--- src/rtl/ebus_master.sv ---
`default_nettype none
// ============================================================================
// Module  : ebus_master
// Brief   : EBOX-side EBUS initiator sequencing CONO/CONI/DATAO/DATAI cycles.
// Revision: 1.0 - initial release
// ============================================================================
module ebus_master #(
    parameter int SETUP_CYCLES   = 2,
    parameter int TIMEOUT_CYCLES = 64
) (
    input  logic        clk,
    input  logic        RESET,
    input  logic        req,
    input  logic [0:2]  func,
    input  logic [0:6]  cs,
    input  logic [0:35] wrData,
    output logic        busy,
    output logic        done,
    output logic        nxd,
    output logic [0:35] rdData,
    output logic [0:6]  ebusCS,
    output logic [0:2]  ebusFunc,
    output logic        ebusDemand,
    output logic        ebusDataOE,
    output logic [0:35] ebusDataOut,
    input  logic        ebusXfer,
    input  logic [0:35] ebusDataIn
);

    localparam logic [7:0] SETUP_LAST   = 8'(SETUP_CYCLES - 1);
    localparam logic [7:0] TIMEOUT_LAST = 8'(TIMEOUT_CYCLES - 1);

    typedef enum logic [2:0] {
        S_IDLE    = 3'd0,
        S_SETUP   = 3'd1,
        S_DEMAND  = 3'd2,
        S_RELEASE = 3'd3,
        S_DONE    = 3'd4
    } state_t;

    state_t      state_q, state_d;
    logic [7:0]  cnt_q, cnt_d;
    logic [0:6]  cs_q, cs_d;
    logic [0:2]  func_q, func_d;
    logic [0:35] wr_q, wr_d;
    logic [0:35] rd_q, rd_d;
    logic        nxd_q, nxd_d;
    logic        active;

    always_ff @(posedge clk or posedge RESET) begin
        if (RESET) begin
            state_q <= S_IDLE;
            cnt_q   <= 8'd0;
            cs_q    <= 7'd0;
            func_q  <= 3'd0;
            wr_q    <= 36'd0;
            rd_q    <= 36'd0;
            nxd_q   <= 1'b0;
        end else begin
            state_q <= state_d;
            cnt_q   <= cnt_d;
            cs_q    <= cs_d;
            func_q  <= func_d;
            wr_q    <= wr_d;
            rd_q    <= rd_d;
            nxd_q   <= nxd_d;
        end
    end

    always_comb begin
        state_d = state_q;
        cnt_d   = (cnt_q == 8'hFF) ? cnt_q : cnt_q + 8'd1;
        cs_d    = cs_q;
        func_d  = func_q;
        wr_d    = wr_q;
        rd_d    = rd_q;
        nxd_d   = nxd_q;
        case (state_q)
            S_IDLE: begin
                if (req) begin
                    // Reserved functions never touch the bus; they just report nxd.
                    if (func[0]) begin
                        nxd_d   = 1'b1;
                        state_d = S_DONE;
                    end else begin
                        cs_d    = cs;
                        func_d  = func;
                        wr_d    = wrData;
                        nxd_d   = 1'b0;
                        state_d = S_SETUP;
                    end
                end
            end
            S_SETUP: begin
                if (cnt_q == SETUP_LAST) state_d = S_DEMAND;
            end
            S_DEMAND: begin
                if (ebusXfer) begin
                    if (!func_q[2]) rd_d = ebusDataIn;
                    state_d = S_RELEASE;
                end else if (cnt_q == TIMEOUT_LAST) begin
                    nxd_d   = 1'b1;
                    state_d = S_RELEASE;
                end
            end
            S_RELEASE: begin
                if (!ebusXfer) begin
                    state_d = S_DONE;
                end else if (cnt_q == TIMEOUT_LAST) begin
                    nxd_d   = 1'b1;
                    state_d = S_DONE;
                end
            end
            S_DONE:  state_d = S_IDLE;
            default: state_d = S_IDLE;
        endcase
        if (state_d != state_q) cnt_d = 8'd0;
    end

    always_comb begin
        active      = (state_q == S_SETUP) || (state_q == S_DEMAND) || (state_q == S_RELEASE);
        busy        = active;
        done        = (state_q == S_DONE);
        nxd         = nxd_q;
        rdData      = rd_q;
        ebusCS      = active ? cs_q : 7'd0;
        ebusFunc    = active ? func_q : 3'd0;
        ebusDemand  = (state_q == S_DEMAND);
        ebusDataOE  = active && func_q[2];
        ebusDataOut = (active && func_q[2]) ? wr_q : 36'd0;
    end

endmodule
`default_nettype wire

--- config.mk ---
export PLATFORM = sky130hd
export DESIGN_NAME = ebus_master
export DESIGN_NICKNAME = d
export VERILOG_FILES = /design/src/rtl/ebus_master.sv
export SDC_FILE = /design/constraint.sdc
export NUM_CORES = 1
export LEC_CHECK = 0
export CORE_MARGIN = 2
export CORE_UTILIZATION = 43
export DETAILED_ROUTE_END_ITERATION = 7
export PLACE_DENSITY = 0.92
export SLEW_MARGIN = 40
export SYNTH_ARGS = -nofsm -noshare
export SYNTH_HDL_FRONTEND = slang
export SYNTH_SLANG_ARGS = --single-unit
--- constraint.sdc ---
create_clock -name clk -period 3.3 [get_ports clk]
set_input_delay 0.66 -clock clk [delete_from_list [all_inputs] [get_ports clk]]
set_output_delay 0.66 -clock clk [all_outputs]
set_load 0.02 [all_outputs]
* Word level (Yosys, flattened, before mapping)
Index checks and enable logic that the tools add are counted.
** Operators by class
- Order comparisons :: 0
- Multiplexer cells :: 19
- $mul :: 0
- Reductions and logical operators :: 8
- Add/subtract/negate cells :: 1
- Divide/modulo/power cells :: 0
- Equality and inequality tests :: 12
- Bitwise operators :: 2
- Shifts and indexed selects :: 0
** Operators by type and width (number)
- 2-to-1 mux 36 bit :: 1
- 2-to-1 mux 3 bit :: 7
- 2-to-1 mux 8 bit :: 2
- case mux 3 bit (4 select lines) :: 1
- adder 8 x 1 -> 8 bit, second input constant :: 1
- == test 8 x 1 -> 1 bit, second input constant :: 1
- == test 8 x 6 -> 1 bit, second input constant :: 1
- == test 8 bit, second input constant :: 1
- 2-to-1 mux 7 bit :: 1
- == test 3 x 2 -> 1 bit, second input constant :: 2
- inequality test 2 bit, second input constant :: 3
- AND reduction 3 bit :: 2
- 2-to-1 mux 1 bit :: 5
- AND reduction 4 bit :: 1
- == test 3 x 1 -> 1 bit, second input constant :: 1
- == test 3 bit, second input constant :: 1
- logical NOT 3 bit :: 1
- inequality test 3 bit :: 1
- case mux 1 bit (3 select lines) :: 1
- nonzero test 3 bit :: 1
- logical OR 1 bit :: 2
- 2-to-1 mux 2 bit :: 1
- inequality test 2 x 1 -> 1 bit, second input constant :: 1
- inverter 1 bit :: 2
- logical AND 1 bit :: 1
** Storage, ports and cells
- Memory bits (read-only) :: 0
- Register bits :: 93
- Memories kept :: 0
- Memory bits (writable) :: 0
- Latch bits :: 0
- Output and inout port bits :: 87

* Depth between registers and ports, before layout
Gate-level depths: netlist (run 1).
- Depth in word-level cells :: 6
- Depth in mapped cells :: 7
- Depth with buffers taken out :: 5

* Least setup slack after synthesis (run 1)
Ideal clock, no wire load.
- Path type :: reg-to-output
- Start point :: reg state_q[1]
- End point :: out ebusFunc[2] (netlist bit)
- Cell stages (with the launch flop) :: 7
- Arrival time :: 1.643 ns
- Setup slack :: 0.997 ns
- Path buffers :: 3
- Data required time :: 2.640 ns
- Cells stage by stage :: dfrtp_1 > buf_4 > nor2_2 > nor2_1 > clkbuf_1 > and2_1 > buf_4
** Between the ends
- Cells in the longest elaborated chain, start to end :: 4
** RTL lines
- from (decl) :: line 41 : state_t state_q, state_d;
- from (signal assigned) :: line 60 : state_q <= state_d;
- == test 3 x 1 -> 1 bit or == test 3 x 2 -> 1 bit (tied branches) :: line 121 : active = (state_q == S_SETUP) || (state_q == S_DEMAND) || (state_q == S_RELEASE);
- logical OR 1 bit :: line 121
- logical OR 1 bit * :: line 121
- net busy :: line 17 : output logic busy,
- 2-to-1 mux 2 bit * :: line 127 : ebusFunc = active ? func_q : 3'd0;
- to (decl) :: line 22 : output logic [0:2] ebusFunc,
The timed path passes the listed nets; every way through them passes the cells marked *.

* Final worst setup path (run 1)
- Start point :: reg state_q[0]
- End point :: out ebusDataOut[23] (netlist bit)
** Between the ends
- Cells in the longest elaborated chain, start to end :: 5
** RTL lines
- == test 3 x 1 -> 1 bit or == test 3 x 2 -> 1 bit (tied branches) :: line 121
- logical OR 1 bit :: line 121
- logical OR 1 bit * :: line 121
- logical AND 1 bit * :: line 130 : ebusDataOut = (active && func_q[2]) ? wr_q : 36'd0;
- 2-to-1 mux 36 bit * :: line 130
- to (decl) :: line 25 : output logic [0:35] ebusDataOut,
Mark *: on every way between the ends. The rest lies on a longest branch, timed or not.

==> results by group, run 1 <==
Status
  • Status: finished clean

Synth
  • Yosys warnings: 0
  • Syn Std Cell Area: 0.00428 mm²
  • Syn Nets: 406
  • Number of synthesized register bits: 93
  • Post-synth EDFFs: 0
  • Dominant synthesized flop cell: dfrtp_1
  • Asr flop ratio synth: 100%
  • Post-Syn Area per Cell: 13.5 µm²
  • Synth unique cells: 44
  • Post-Syn Instances: 318
  • Seq/Total Area, Yosys: 54.3%

Final layout
  • Final design utilization: 64.5%
  • Layout area overhead: 46.5%
  • Share of cells above drive strength 1: 21.6%
  • Commonest non-fill, non-tap cells in the layout: clkdlybuf4s50_1 (171), dfrtp_1 (92), mux2_2 (44)
  • Fin nets: 570
  • Fill count: 753
  • Antenna Cells: 0
  • Commonest non-fill, non-tap cell in the layout: clkdlybuf4s50_1

Drt
  • Drt pass-1 iters: 4
  • Routed WL per cell: 15.9 µm
  • Vias per inst: 4.98
  • Final WL: 9.83 mm
  • Drt drc: 0
  • Final ANT Viol Nets: 0
  • DRT iter0 DRCs: 193
  • Via count: 3090

Timing
  • Sum Neg Setup Slack: 0 ns
  • Worst slew pin tran: 0.592 ns
  • RSZ-0062 raised after global routing: no
  • Endpoints failing hold: 0
  • Finish-stage setup viols: 0
  • Max Clk Rate: 0.341 GHz
  • Rel. slew slack: 60.5%
  • Clock Skews: 0.0160 ns
  • Period utilization: 89.0%
  • Fin crit period: 2.94 ns
  • Final setup margin: 0.364 ns
  • Pins Over Slew Limit: 0
  • Hold WS: 0.494 ns

Worst setup path
  • CP dominant cell by count: nor2_2
  • Internal reg-to-reg setup slack: 1.40 ns
  • CP required: 2.64 ns
  • Crit. End Element: output pin
  • Crit Path Max Fanout: 33
  • Crit-path cells: nor2_2 -> nor2_2 -> buf_4 -> and3_1 -> clkdlybuf4s50_1
  • RR Endpoint: rdData[4]
  • Critical Path Start Type: flip-flop
  • Crit-path slowest cell: clkdlybuf4s50_1
  • Crit-path max cell delay: 0.61 ns
  • CP arrival: 2.28 ns
  • Worst reg2reg path startpoint: func_q[2]
  • Setup CP Type: flip-flop to output pin
  • R2r worst-path depth: 3

Clock tree
  • Root buf cell: clkbuf_8
  • Cts bufs inserted: 9
  • CTS max path bufs: 2
  • Hold_buf cts: 0
  • Clock insertion delay at the later pin of the skew report: 0.35 ns
  • Worst-path clk slew: 0.09 ns
  • Clock sinks: 93
  • Post-CTS Setup Bufs: 0
  • CTS tree: done
  • Resized cells post-CTS: 0
  • H-tree Lvls: 3

Global routing
  • Global-route usage over all layers: 18.4%
  • Largest net degree at the start of global routing: 49
  • GRT overflow: 0
  • Number of global-route vias before repair: 3232
  • First-pass GRT wire length: 16.0 mm
  • Initial antenna violation count: 0

Hold path
  • Worst hold path type: flip-flop to flip-flop
  • Hold path depth: 1
  • Hold Startpoint: wr_q[21]
  • Hold Path End: wr_q[21]

Pwr
  • Leakage: 2.82 nW
  • Peak VDD IR: 0.459 mV
  • Pwr/cell area: 913 mW/mm²
  • Clock group share of total power: 13.5%
  • Switching pwr: 2.07 mW
  • Reg power frac: 35.7%
  • Sw Share: 36.0%
  • Share of power burned in combinational logic: 50.8%
  • Internal cell power: 3.67 mW

Floorplanning
  • Die Y: 104 µm
  • Die W: 104 µm
  • Die ar.: 0.0108 mm²
  • Core outline area: 0.00973 mm²
  • I/O pin count: 173
  • Initial Util: 44.0%
  • Row count: 36

Place
  • Placement Setup Slack: 0.708 ns
  • Routability congestion estimate: 0.783
  • Post-DP HPWL: 7.39 mm
  • PortBufs: 171

Job
  • Max-Cap Viols: 0
layout make-up:
type	instances	area (µm²)	area share, %
timing repair buffer	176	1770	28.3
sequential	93	2330	37.1
inverter	4	17.5	0.279
clock buffer	10	138	2.19
multi-input combinational	198	1780	28.4
clock inverter	6	68.8	1.10
tap	133	166	2.65
worst max path at each step:
stage	from	to	slack, ns
final	state_q[0]	ebusDataOut[23]	0.36
after global routing	state_q[0]	ebusDataOut[0]	0.20
after CTS	state_q[0]	ebusDataOut[23]	0.32
after detailed placement	state_q[0]	ebusDataOut[23]	0.71
after global placement	state_q[0]	ebusDataOut[10]	0.80
after floorplan	RESET	cnt_q[0]	0.22
cell usage after synthesis (4+ instances only):
library cell	instances	area [µm²]
and3_1	38	238
mux2_1	7	78.8
and2_1	11	68.8
mux2_4	30	450
mux2_2	44	495
dfrtp_1	93	2330
clkbuf_1	8	30.0
nand3_1	6	30.0
nor2_1	10	37.5
nand2_1	7	26.3
o21ai_0	4	20.0
buf_4	5	37.5
nor3_1	4	20.0
buf_6	8	90.1
per-layer routing:
layer	part of all wire [%]	vias to the layer above	global-route usage, %
li1	-	1450	-
met1	41	1485	22.2
met2	50	149	32.0
met3	8.1	6	5.35
met4	0.72	0	5.12
met5	0	-	0
state kept, by name (all words and copies together), names as in the netlist:
register  flops
wr_q         36
nxd           1
cnt_q         8
cs_q          7
func_q        2
state_q       3
rdData       36
kinds of logic after synthesis:
family / synth area share (%)
AOI/OAI and AO/OA: 3.13
xor gates and xnor gates: 0.613
adders and majority gates: 0.584
buffers and inverters: 4.26
DFF: 54.3
muxes: 24.4
other: 0.0875
and+or+nand+nor: 12.6
power by group through the flow:
stage	registers (mW)	clock network (mW)	logic, mW
finish	2.05	0.772	2.91
global route	2.13	0.849	3.08
detailed placement	2.06	0	2.94
global placement	2.03	0	2.85
CTS	2.05	0.799	2.95
floorplan	2.20	0	1.52
per-stage QoR:
stage | total power, mW | instance area [µm²] | cells
after CTS | 5.80 | 6270 | 620
after global placement | 4.89 | 6070 | 604
after detailed placement | 5.00 | 6070 | 604
after floorplan | 3.72 | 4280 | 318
after global routing | 6.06 | 6270 | 620
final | 5.73 | 6270 | 620
critical path: cells and delay by family (launching register included):
family | cells | cell delay [ns]
buffers and inverters | 2 | 0.89
DFF | 1 | 0.59
and+or+nand+nor | 3 | 0.45
No activity file was read; power rests on OpenSTA's default activity.
==> run 2, diff against run 1 <==
--- a/config.mk
+++ b/config.mk
@@ -8,6 +8,7 @@
 export CORE_MARGIN = 2
 export CORE_UTILIZATION = 43
 export DETAILED_ROUTE_END_ITERATION = 7
+export HOLD_SLACK_MARGIN = 0.03
 export PLACE_DENSITY = 0.92
 export SLEW_MARGIN = 40
 export SYNTH_ARGS = -nofsm -noshare
==> results of run 2 <==
The final DEF is identical to that of run 1; final timing and power are the same.
==> patch: new RTL, config.mk and constraints of run 2 <==
Register the output `ebusFunc`, without a reset; this adds one clock of latency there. The other outputs are not delayed to match.
--- a/src/rtl/ebus_master.sv
+++ b/src/rtl/ebus_master.sv
@@ -37,6 +37,8 @@
         S_RELEASE = 3'd3,
         S_DONE    = 3'd4
     } state_t;
+
+    logic [0:2] ebusFunc_d;
 
     state_t      state_q, state_d;
     logic [7:0]  cnt_q, cnt_d;
@@ -124,12 +126,16 @@
         nxd         = nxd_q;
         rdData      = rd_q;
         ebusCS      = active ? cs_q : 7'd0;
-        ebusFunc    = active ? func_q : 3'd0;
+        ebusFunc_d  = active ? func_q : 3'd0;
         ebusDemand  = (state_q == S_DEMAND);
         ebusDataOE  = active && func_q[2];
         ebusDataOut = (active && func_q[2]) ? wr_q : 36'd0;
     end
 
+    always_ff @(posedge clk) begin
+        ebusFunc <= ebusFunc_d;
+    end
+
 endmodule
 `default_nettype wire
 
Behaviour: not the same (a bounded check fails within 4 cycles, from zero or initial values and one cycle with RESET high).
==> patch against run 2 <==
- routed wire length rose by 0.20%
- clock power fell by 2%
- sequential cell count rose by 2
- largest power group unchanged
- power fell by 2.4%
- design area fell by 0.24%
- setup slack improved by 0.018 ns
- synthesized area fell by 0.44%
- worst hold slack got worse by 0.0020 ns
==> patch: results <==
export IMPL_status="finished, final reports clean"
export IMPL_worstReg2RegEnd="rdData[29]$_DFFE_PP0P_"
export IMPL_num_antenna_cells=0
export IMPL_yosys_warnings=0
export IMPL_hold_path_class="flip-flop to flip-flop"
export IMPL_synth_async_reset_ratio_pct=97.9
export IMPL_reg2reg_from="func_q[2]$_DFFE_PP0P_"
export IMPL_grt_max_degree=50
export IMPL_ff2ff_path_depth=2
export IMPL_hp_start="func_q[1]$_DFFE_PP0P_"
export IMPL_synthCells=317
export IMPL_fin_nets=568
export IMPL_synth_top_cells_by_area="dfrtp_1 (55%), mux2_2 (13%), mux2_4 (11%)"
export IMPL_met2_length_um=5210
export IMPL_ir_drop_mv=0.489
export IMPL_slew_limit_headroom_pct=56.5
export IMPL_grt_pass1_wl_um=16500
export IMPL_skew_ns=0.0103
export IMPL_hold_path_end="ebusFunc[1]$_SDFF_PP0_"
export IMPL_drive_gt1_share_pct=22.5
export IMPL_cpMaxStageDelayCell="clkdlybuf4s50_1"
export IMPL_grt_pass1_vias=3324
export IMPL_clk_pin_slew_ns=0.09
export IMPL_port_buffers=171
export IMPL_clock_path_buffers=2
export IMPL_top_layer="met4"
export IMPL_drc=0
export IMPL_routedWlPerCell_um=15.9
export IMPL_whs_path_depth=1
export IMPL_clock_latency_ns=0.34
export IMPL_cts_setup_buffers=0
export IMPL_holdWs_ns=0.492
export IMPL_routed_wl_met3_um=553
export IMPL_grt_usage_pct=18.9
export IMPL_synthDistinctLibCells=40
export IMPL_syn_num_nets=405
export IMPL_hpwl_um=7150
export IMPL_gp_congestion=0.857
export IMPL_worstPathArrival_ns=2.26
export IMPL_vias_per_cell=4.96
export IMPL_p_leak_nw=2.82
export IMPL_crit_start="state_q[0]$_DFF_PP0_"
export IMPL_dr_pass1_iters=4
export IMPL_seq_area_frac_synth_pct=55.5
export IMPL_final_fill_count=748
export IMPL_critical_path_top_delay_family="buffers and inverters"
export IMPL_initialDrtViolationCount=84
export IMPL_instances_no_fill=618
export IMPL_r2r_slack_ns=1.22
export IMPL_synth_commonest_cells="dfrtp_1 (93), mux2_2 (51), and3_1 (40)"
export IMPL_dp_cells=602
export IMPL_cts_resized=0
export IMPL_wl_met1_um=4000
export IMPL_cp_max_fo=37
export IMPL_cts_made_buffers=9
## patch: changes by cell type after synthesis, moves of 3 or more
cell | run 2 | this run
a211oi_1 | 1 | 4
mux2_1 | 7 | 0
mux2_2 | 44 | 51
o21ai_0 | 4 | 1
clkbuf_1 | 8 | 12
nand3_1 | 6 | 2
buf_6 | 8 | 4
## patch: final cells by class
type	count	area, sq um	share of cell area [%]
Inverter	4	17.5	0.280
Tap cell	133	166	2.66
Sequential cell	95	2370	37.8
Clock inverter	7	71.3	1.14
Clock buffer	9	124	1.98
Timing Repair Buffer	176	1760	28.1
Multi-Input combinational cell	194	1750	28.0
## patch: worst reg2reg max path, stage by stage (launching register included)
cell and delay (ns):
dfrtp_2 0.63, or4_4 0.92, mux2_4 0.44
## patch: logic make-up after synthesis
family | synth area share [%]
AO/OA/AOI/OAI | 2.67
XOR/XNOR | 0.411
adder cells (fa/ha/maj) | 0.587
buffers and inverters | 3.70
flip-flops | 55.5
multiplexers | 25.0
other | 0.0879
AND/OR/NAND/NOR | 12.1
## patch: through the flow
step	area (sq um)	setup slack (ns)	util, %	total power, mW
finish	6260	0.381	64.6	5.59
global placement	6060	0.670	62.6	4.77
global route	6260	0.251	64.6	5.91
detailed placement	6060	0.608	62.6	4.88
floorplan	4270	0.220	-	3.63
CTS	6260	0.376	64.6	5.65
## patch: worst max-delay path by stage
stage	depth (start not counted)	to
6_report	5	ebusDataOut[30]
5_1_grt	5	ebusDataOut[30]
4_1_cts	5	ebusDataOut[30]
3_5_place_dp	4	rdData[27]$_DFFE_PP0P_
3_3_place_gp	4	rdData[29]$_DFFE_PP0P_
2_1_floorplan	1	cnt_q[0]$_DFFE_PP0P_
## patch: power breakdown
part	switching, mW	total, mW	internal [mW]
clock network	0.405	0.758	0.353
registers	0.377	2.09	1.71
logic	1.19	2.74	1.55
## patch: per-layer routing
| layer | vias to the layer above | GRT usage (%) |
|---|---|---|
| met5 | - | 0 |
| met4 | 0 | 3.86 |
| met3 | 9 | 4.78 |
| met2 | 107 | 35.0 |
| met1 | 1508 | 22.1 |
| li1 | 1440 | - |
